==> config.mk <==
export PLATFORM = sky130hd
export DESIGN_NAME = mbist_sched
export DESIGN_NICKNAME = d
export VERILOG_FILES = /design/src/rtl/mbist_sched.sv
export SDC_FILE = /design/constraint.sdc
export NUM_CORES = 1
export LEC_CHECK = 0
export CORE_UTILIZATION = 50
export DETAILED_ROUTE_END_ITERATION = 16
export HOLD_SLACK_MARGIN = 0.03
export PLACE_DENSITY = 0.82
export SLEW_MARGIN = 10
export SYNTH_ARGS = -nofsm -noshare
export SYNTH_HDL_FRONTEND = slang
export SYNTH_SLANG_ARGS = --single-unit
==> constraint.sdc <==
create_clock -name bist_clk -period 1.9 [get_ports bist_clk]
set_input_delay 0.475 -clock bist_clk [delete_from_list [all_inputs] [get_ports bist_clk]]
set_output_delay 0.475 -clock bist_clk [all_outputs]
set_load 0.02 [all_outputs]
==> src/rtl/mbist_sched.sv <==
// mbist_sched: runs the per-bank MBIST engines one bank at a time and collects fail/timeout maps.
// Optional build macro MBIST_SCHED_STOP_ON_FAIL_EN ends the sequence at the first failing bank.
module mbist_sched #(
    parameter int unsigned NUM_BANKS      = 4,
    parameter int unsigned BANK_W         = 2,
    parameter int unsigned TO_W           = 24,
    parameter int unsigned TIMEOUT_CYCLES = 1000000
) (
    input  logic                 bist_clk,
    input  logic                 bist_reset_n,
    input  logic                 sched_start,
    input  logic                 sched_abort,
    input  logic [NUM_BANKS-1:0] bank_mask,
    input  logic [NUM_BANKS-1:0] bist_done,
    input  logic [NUM_BANKS-1:0] bist_fail,
    output logic [NUM_BANKS-1:0] bist_test_enable,
    output logic                 func_hold,
    output logic                 sched_busy,
    output logic                 sched_done,
    output logic                 sched_pass,
    output logic [BANK_W-1:0]    cur_bank,
    output logic [NUM_BANKS-1:0] fail_map,
    output logic [NUM_BANKS-1:0] timeout_map
);

    localparam logic [TO_W-1:0]   TO_LAST   = TO_W'(TIMEOUT_CYCLES - 1);
    localparam logic [BANK_W-1:0] LAST_BANK = BANK_W'(NUM_BANKS - 1);

    typedef enum logic [2:0] {
        S_IDLE,
        S_SELECT,
        S_LAUNCH,
        S_WAIT,
        S_NEXT,
        S_DONE
    } state_e;

    state_e               state_q, state_d;
    logic [BANK_W-1:0]    cur_q, cur_d;
    logic [NUM_BANKS-1:0] mask_q, mask_d;
    logic [TO_W-1:0]      timer_q, timer_d;
    logic [NUM_BANKS-1:0] fail_q, fail_d;
    logic [NUM_BANKS-1:0] to_q, to_d;
    logic [NUM_BANKS-1:0] en_q, en_d;
    logic                 busy_q, busy_d;
    logic                 done_q, done_d;
    logic                 pass_q, pass_d;

    // State and registered outputs
    always_ff @(posedge bist_clk or negedge bist_reset_n) begin
        if (!bist_reset_n) begin
            state_q <= S_IDLE;
            cur_q   <= '0;
            mask_q  <= '0;
            timer_q <= '0;
            fail_q  <= '0;
            to_q    <= '0;
            en_q    <= '0;
            busy_q  <= 1'b0;
            done_q  <= 1'b0;
            pass_q  <= 1'b0;
        end else begin
            state_q <= state_d;
            cur_q   <= cur_d;
            mask_q  <= mask_d;
            timer_q <= timer_d;
            fail_q  <= fail_d;
            to_q    <= to_d;
            en_q    <= en_d;
            busy_q  <= busy_d;
            done_q  <= done_d;
            pass_q  <= pass_d;
        end
    end

    // Next-state logic; abort freezes maps and bank index while returning to idle
    always_comb begin
        state_d = state_q;
        cur_d   = cur_q;
        mask_d  = mask_q;
        timer_d = timer_q;
        fail_d  = fail_q;
        to_d    = to_q;

        if (sched_abort && (state_q != S_IDLE)) begin
            state_d = S_IDLE;
        end else begin
            case (state_q)
                S_IDLE: begin
                    if (sched_start) begin
                        mask_d  = bank_mask;
                        fail_d  = '0;
                        to_d    = '0;
                        cur_d   = '0;
                        state_d = (bank_mask == '0) ? S_DONE : S_SELECT;
                    end
                end
                S_SELECT: begin
                    state_d = mask_q[cur_q] ? S_LAUNCH : S_NEXT;
                end
                S_LAUNCH: begin
                    timer_d = '0;
                    state_d = S_WAIT;
                end
                S_WAIT: begin
                    timer_d = timer_q + TO_W'(1);
                    if (bist_fail[cur_q]) begin
                        fail_d[cur_q] = 1'b1;
                    end
                    if (bist_done[cur_q]) begin
                        state_d = S_NEXT;
                    end else if (timer_q == TO_LAST) begin
                        to_d[cur_q]   = 1'b1;
                        fail_d[cur_q] = 1'b1;
                        state_d       = S_NEXT;
                    end
                end
                S_NEXT: begin
`ifdef MBIST_SCHED_STOP_ON_FAIL_EN
                    if (fail_q[cur_q] || (cur_q == LAST_BANK)) begin
                        state_d = S_DONE;
                    end else begin
                        cur_d   = cur_q + BANK_W'(1);
                        state_d = S_SELECT;
                    end
`else
                    if (cur_q == LAST_BANK) begin
                        state_d = S_DONE;
                    end else begin
                        cur_d   = cur_q + BANK_W'(1);
                        state_d = S_SELECT;
                    end
`endif
                end
                S_DONE: begin
                    state_d = S_IDLE;
                end
                default: begin
                    state_d = S_IDLE;
                end
            endcase
        end
    end

    // Outputs are decoded from the next state so they line up with the registered state
    always_comb begin
        en_d   = (state_d == S_LAUNCH) ? (NUM_BANKS'(1) << cur_d) : '0;
        busy_d = (state_d != S_IDLE);
        done_d = (state_d == S_DONE);
        pass_d = (state_d == S_DONE) && (fail_d == '0);
    end

    assign bist_test_enable = en_q;
    assign func_hold        = busy_q;
    assign sched_busy       = busy_q;
    assign sched_done       = done_q;
    assign sched_pass       = pass_q;
    assign cur_bank         = cur_q;
    assign fail_map         = fail_q;
    assign timeout_map      = to_q;

endmodule

# Word level (Yosys, flattened, before mapping)
# Index checks and enable logic that the tools add are counted.
# Widths: inputs -> output; s select.
# word_totals
reg_bits	48
in_bits	16
out_inout_bits	18
wordCells	77
# classes
add_sub_neg	2
order_cmp	2
n_eq_ne	11
n_shift	1
n_mux	34
bitwise	4
n_reduce_logical	13
# ops
operator	n
$pmux 24 s2	1
$mux 4	11
$add 24x1->24 const B	1
$eq 24x20->1 const B	1
$mux 3	7
$pmux 4 s2	2
$pmux 3 s5	1
$or 4x4->4	3
$eq 3x2->1 const B	3
$logic_not 4->1	2
$bmux 1 s2	3
$eq 3x3->1 const B	2
$mux 2	3
$ne 2x2->1 const B	3
$reduce_bool 3->1	2
$reduce_and 5->1	1
$mux 1	4
$pmux 2 s2	1
$reduce_bool 2->1	2
$shl 1x2->4 const A	1
$eq 3x1->1 const B	1
$logic_and 1x1->1	3
$logic_not 3->1	1
$lt 2x3->1 const B	1
other kinds (7)	7

# Longest topological paths before layout
# logic_depth
word_depth	15
ltp_mapped	7
mapped_depth_nobuf	6

# Least setup slack after synthesis
# Ideal clock, no wire load.
# synth_path
path_type	flip-flop to flip-flop
startpoint	reg cur_q[1], in the netlist cur_bank[1]
endpoint	reg en_q[2], in the netlist bist_test_enable[2]
setup_ps	105
arrival_ps	1596
t_required_ps	1795
setup_slack_ps	199
path_stages_with_launch	6
path_buffers	1
cell_sequence	dfrtp_1 > buf_6 > mux2i_2 > o32ai_2 > a41oi_2 > nor4b_1
# synth_via
elab_chain_cells	7
elab_cells_between_ends	18
classes_between	add/sub: 1; eq/ne: 2; shift: 1; mux: 14
# synth_lines
item	line_no	source
from (decl)	39	logic [BANK_W-1:0] cur_q, cur_d;
from (signal assigned)	64	cur_q <= cur_d;
$bmux 1 s2, on equally long branches	110, 99	
$mux 1, on equally long branches	110, 99	
$mux 3, on equally long branches	110, 99	
$pmux 3 s5	88	case (state_q)
$mux 3	85	if (sched_abort && (state_q != S_IDLE)) begin
$eq 3x2->1	147	en_d = (state_d == S_LAUNCH) ? (NUM_BANKS'(1) << cur_d) : '0;
$mux 4 (*)	147	
named net en_d[2]	44	logic [NUM_BANKS-1:0] en_q, en_d;
to (signal assigned)	69	en_q <= en_d;
to (decl)	44	
# The timed path passes the listed nets; every way through them passes the cells marked *. The select of a mux whose other input is x is not followed.
# A chain may end at the register's enable or synchronous reset.

# Final worst setup path
# layout_path
startpoint	reg timer_q[8]
endpoint	reg pass_q, in the netlist sched_pass
# layout_via
elab_chain_cells	7
elab_cells_between_ends	12
classes_between	eq/ne: 2; mux: 8; reduce/logical: 2
# layout_lines
item	line_no	source
from (decl)	41	logic [TO_W-1:0] timer_q, timer_d;
from (signal assigned)	66	timer_q <= timer_d;
$eq 24x20->1 (*)	112	end else if (timer_q == TO_LAST) begin
$mux 3 or $mux 4 (tied branches)	112	
$mux 3 or $mux 4 (tied branches)	110	if (bist_done[cur_q]) begin
$pmux 3 s5 or $pmux 4 s2 (tied branches)	88	
$mux 3 or $mux 4 (tied branches)	85	
$eq 3x3->1 or $logic_not 4->1 (tied branches)	150	pass_d = (state_d == S_DONE) && (fail_d == '0);
$logic_and 1x1->1 (*)	150	
named net pass_d	47	logic pass_q, pass_d;
to (signal assigned)	72	pass_q <= pass_d;
to (decl)	47	
# The timed path passes the listed nets; every way through them passes the cells marked *.

==> results.toml <==
[timing]
hold_viol = 0
worst_slew_pin_slew_ns = 0.4275
skew_ns = 0.01142
setup_violations = 0
relSlewSlack_pct = 71.33
rsz0062_at_grt = "yes"
period_minus_slack_ns = 1.820
maxSlewViolCount = 0
fmax_ghz = 0.5494
fin_crit_sh_pct = 95.80

[synthesis]
syn-instance-count = 268
synth_top_area_cell = "dfrtp_1"
synth_edf_count = 0
async_flop_share_pct = 100.0
ys_warn_count = 0
synth.ff_latch_count = 48
synth.distinct_cells = 51
yosysSeqAreaShare_pct = 46.65
synth.most_common_cell = "dfrtp_1"
ys_top_cells_by_count = "48 x dfrtp_1, 38 x nand2_1, 34 x nor2_1"
ys_top_cells_by_area = "dfrtp_1 47%, nand2_1 5.5%, nor2_1 5.0%"
synth_area_um2 = 2575
avgSynthCellArea_um2 = 9.608
synth-main-ff-cell = "dfrtp_1"
syn_nets = 285
synth_top_area_share_pct = 46.65

[pwr]
combPwrFrac_pct = 40.6
pwr_density_cell_nw_per_um2 = 1005
peakVddDrop_mv = 0.8164
leakagePower_nw = 1.548
internal-power_mw = 2.218
power_switching_share_pct = 37.07
p_clk_share_pct = 21.8
power_frac_seq_pct = 37.6
p_sw_mw = 1.307

[status]
status = "finished, final reports clean"

[clocking]
insertion_delay_ns = 0.32
numCtsBuffers = 5
cts.reportedPaths.clkPinSlew_ns = 0.10
ctsLongestPathBuffers = 2
h-tree-depth = 2
postCtsHoldBufs = 0
cts_tree = "done"
root_buffer = "clkbuf_8"
cts.sinks = 48

[cells_and_area]
drive_above_1_share_pct = 25.07
fin_area_um2 = 3506
finalCoreUtilization_pct = 72.31
n_antenna_cell = 0
fill_cells = 336
layout.nets = 359
synthToLayoutAreaGrowth_pct = 36.15

[setup_path]
criticalPathCategory = "flop to flop"
critical-path-top-delay-family = "simple AND/OR/NAND/NOR gates"
critPathMaxStageDelay_ns = 0.43
cp-end-kind = "flop"
cp_slowest_cell = "dfrtp_1"
crit_fanout = 4
worstPathArrival_ns = 2.08
cp_num_buf_inv = 1
path_cells = "nor4_4, nand4_4, o32ai_4, a41oi_2, buf_4, nor2_1"
cp-start-kind = "flop"
required_ns = 2.16

[hold_path]
hold_class = "input pin to async pin"

[floorplanning]
core_um2 = 4848
boundaryPins = 34
die_w_um = 73.77
start_util_pct = 53.11
die-area_um2 = 5441
rows = 25
chipHeight_um = 73.77

[grt]
grt_max_degree = 49
antenna_found_initial = 0
overflow = 0
first_global_vias = 2197
track_usage_pct = 25.54
grt_pass1_wl_um = 10370

[place]
dpl-instance-area_um2 = 3244
io_buffer_count = 33
hpwl_um = 4414
gp_congestion = 0.8949

[routing]
viasPerCell = 5.568
drt_pass1_iterations = 4
routed_wl_um = 6361
drc = 0
num_vias = 2283
antenna_left = 0
drtIter0Drc = 173
routedWlPerCell_um = 15.51

[run]
maxCapViolations = 0
## final timing paths
path	end	cells after the start	from	slack (ns)
min in group bist_clk	mask_q[3]	2	mask_q[3]	0.49
worst min register to register	mask_q[3]	2	mask_q[3]	0.49
worst max register to register	sched_pass	6	timer_q[8]	0.08
worst min-delay path	fail_map[2]	2	bist_reset_n	0.13
worst max-delay path	sched_pass	6	timer_q[8]	0.08
max in group asynchronous	timer_q[21]	2	bist_reset_n	1.53
## layout make-up
class | instances | area (µm²) | area share, %
multi-input combinational | 199 | 1395 | 39.79
sequential | 48 | 1204 | 34.33
timing repair buffer | 76 | 661.9 | 18.88
tap | 67 | 83.83 | 2.391
clock buffer | 5 | 68.82 | 1.963
clock inverter | 3 | 47.55 | 1.356
inverter | 12 | 45.04 | 1.285
## per-stage QoR
stage	power [mW]	instances	hold slack, ns	TNS (ns)	setup WS [ns]
after global placement	2.646	399	0.4587	-3.946	-0.2167
after global routing	3.743	410	0.1472	-0.1165	-0.03162
after detailed placement	2.687	399	0.4708	-5.559	-0.2962
final	3.525	410	0.1270	0	0.07978
after CTS	3.448	407	0.1358	0	0.004284
after floorplan	2.133	268	0.1794	0	0.1988
## state kept, by name (all words and copies together), names as in the netlist
register,cells
fail_map,4
cur_bank,2
mask_q,4
state_q,3
sched_pass,1
func_hold,1
timer_q,24
bist_test_enable,4
sched_done,1
timeout_map,4
## cell usage in the layout, fill, tap and decap left out, drive strengths merged, types with 5 or more instances in the layout
cell / Yosys / layout
nand2: 38 / 38
nor2: 34 / 34
nor4: 6 / 6
or3: 6 / 6
xnor2: 11 / 11
mux2i: 8 / 8
nand3: 12 / 12
nor3: 14 / 14
buf: 7 / 44
nand4: 4 / 5
o21ai: 11 / 11
dfrtp: 48 / 48
nor4b: 5 / 5
inv: 12 / 12
a21oi: 14 / 14
clkbuf: 3 / 5
clkdlybuf4s50: 0 / 30
## cell families (layout without fill, tap and decap cells)
family	Yosys count	in the layout	synth area share, %
buffers and inverters	22	96	4.081
DFF	48	48	46.65
adders and majority gates	2	2	0.8746
xor gates and xnor gates	11	11	3.741
AOI/OAI and AO/OA	44	44	12.59
muxes	8	8	3.256
and+or+nand+nor	133	134	28.81
## power by group through the flow
stage	registers [mW]	logic, mW	clock network [mW]
final	1.33	1.43	0.768
after global routing	1.36	1.58	0.811
after CTS	1.32	1.35	0.779
after detailed placement	1.33	1.35	0
after global placement	1.33	1.32	0
after floorplan	1.37	0.766	0
## routing by layer
layer	share of wire, %	vias up	routed length (µm)	global-route usage [%]
met2	52	60	3301	43.73
li1	-	1096	-	-
met3	4.2	16	266	4.390
met1	42	1111	2662	31.39
met4	2.1	0	131	11.54
met5	0	-	0	0
## timing repair
action,4_1_cts,5_1_grt
resized for setup,4,19
endpoints found under the setup margin,9,14
gates cloned,0,1
buffers inserted,0,2
pin swaps,0,9
(Power assumes the default switching activity.)
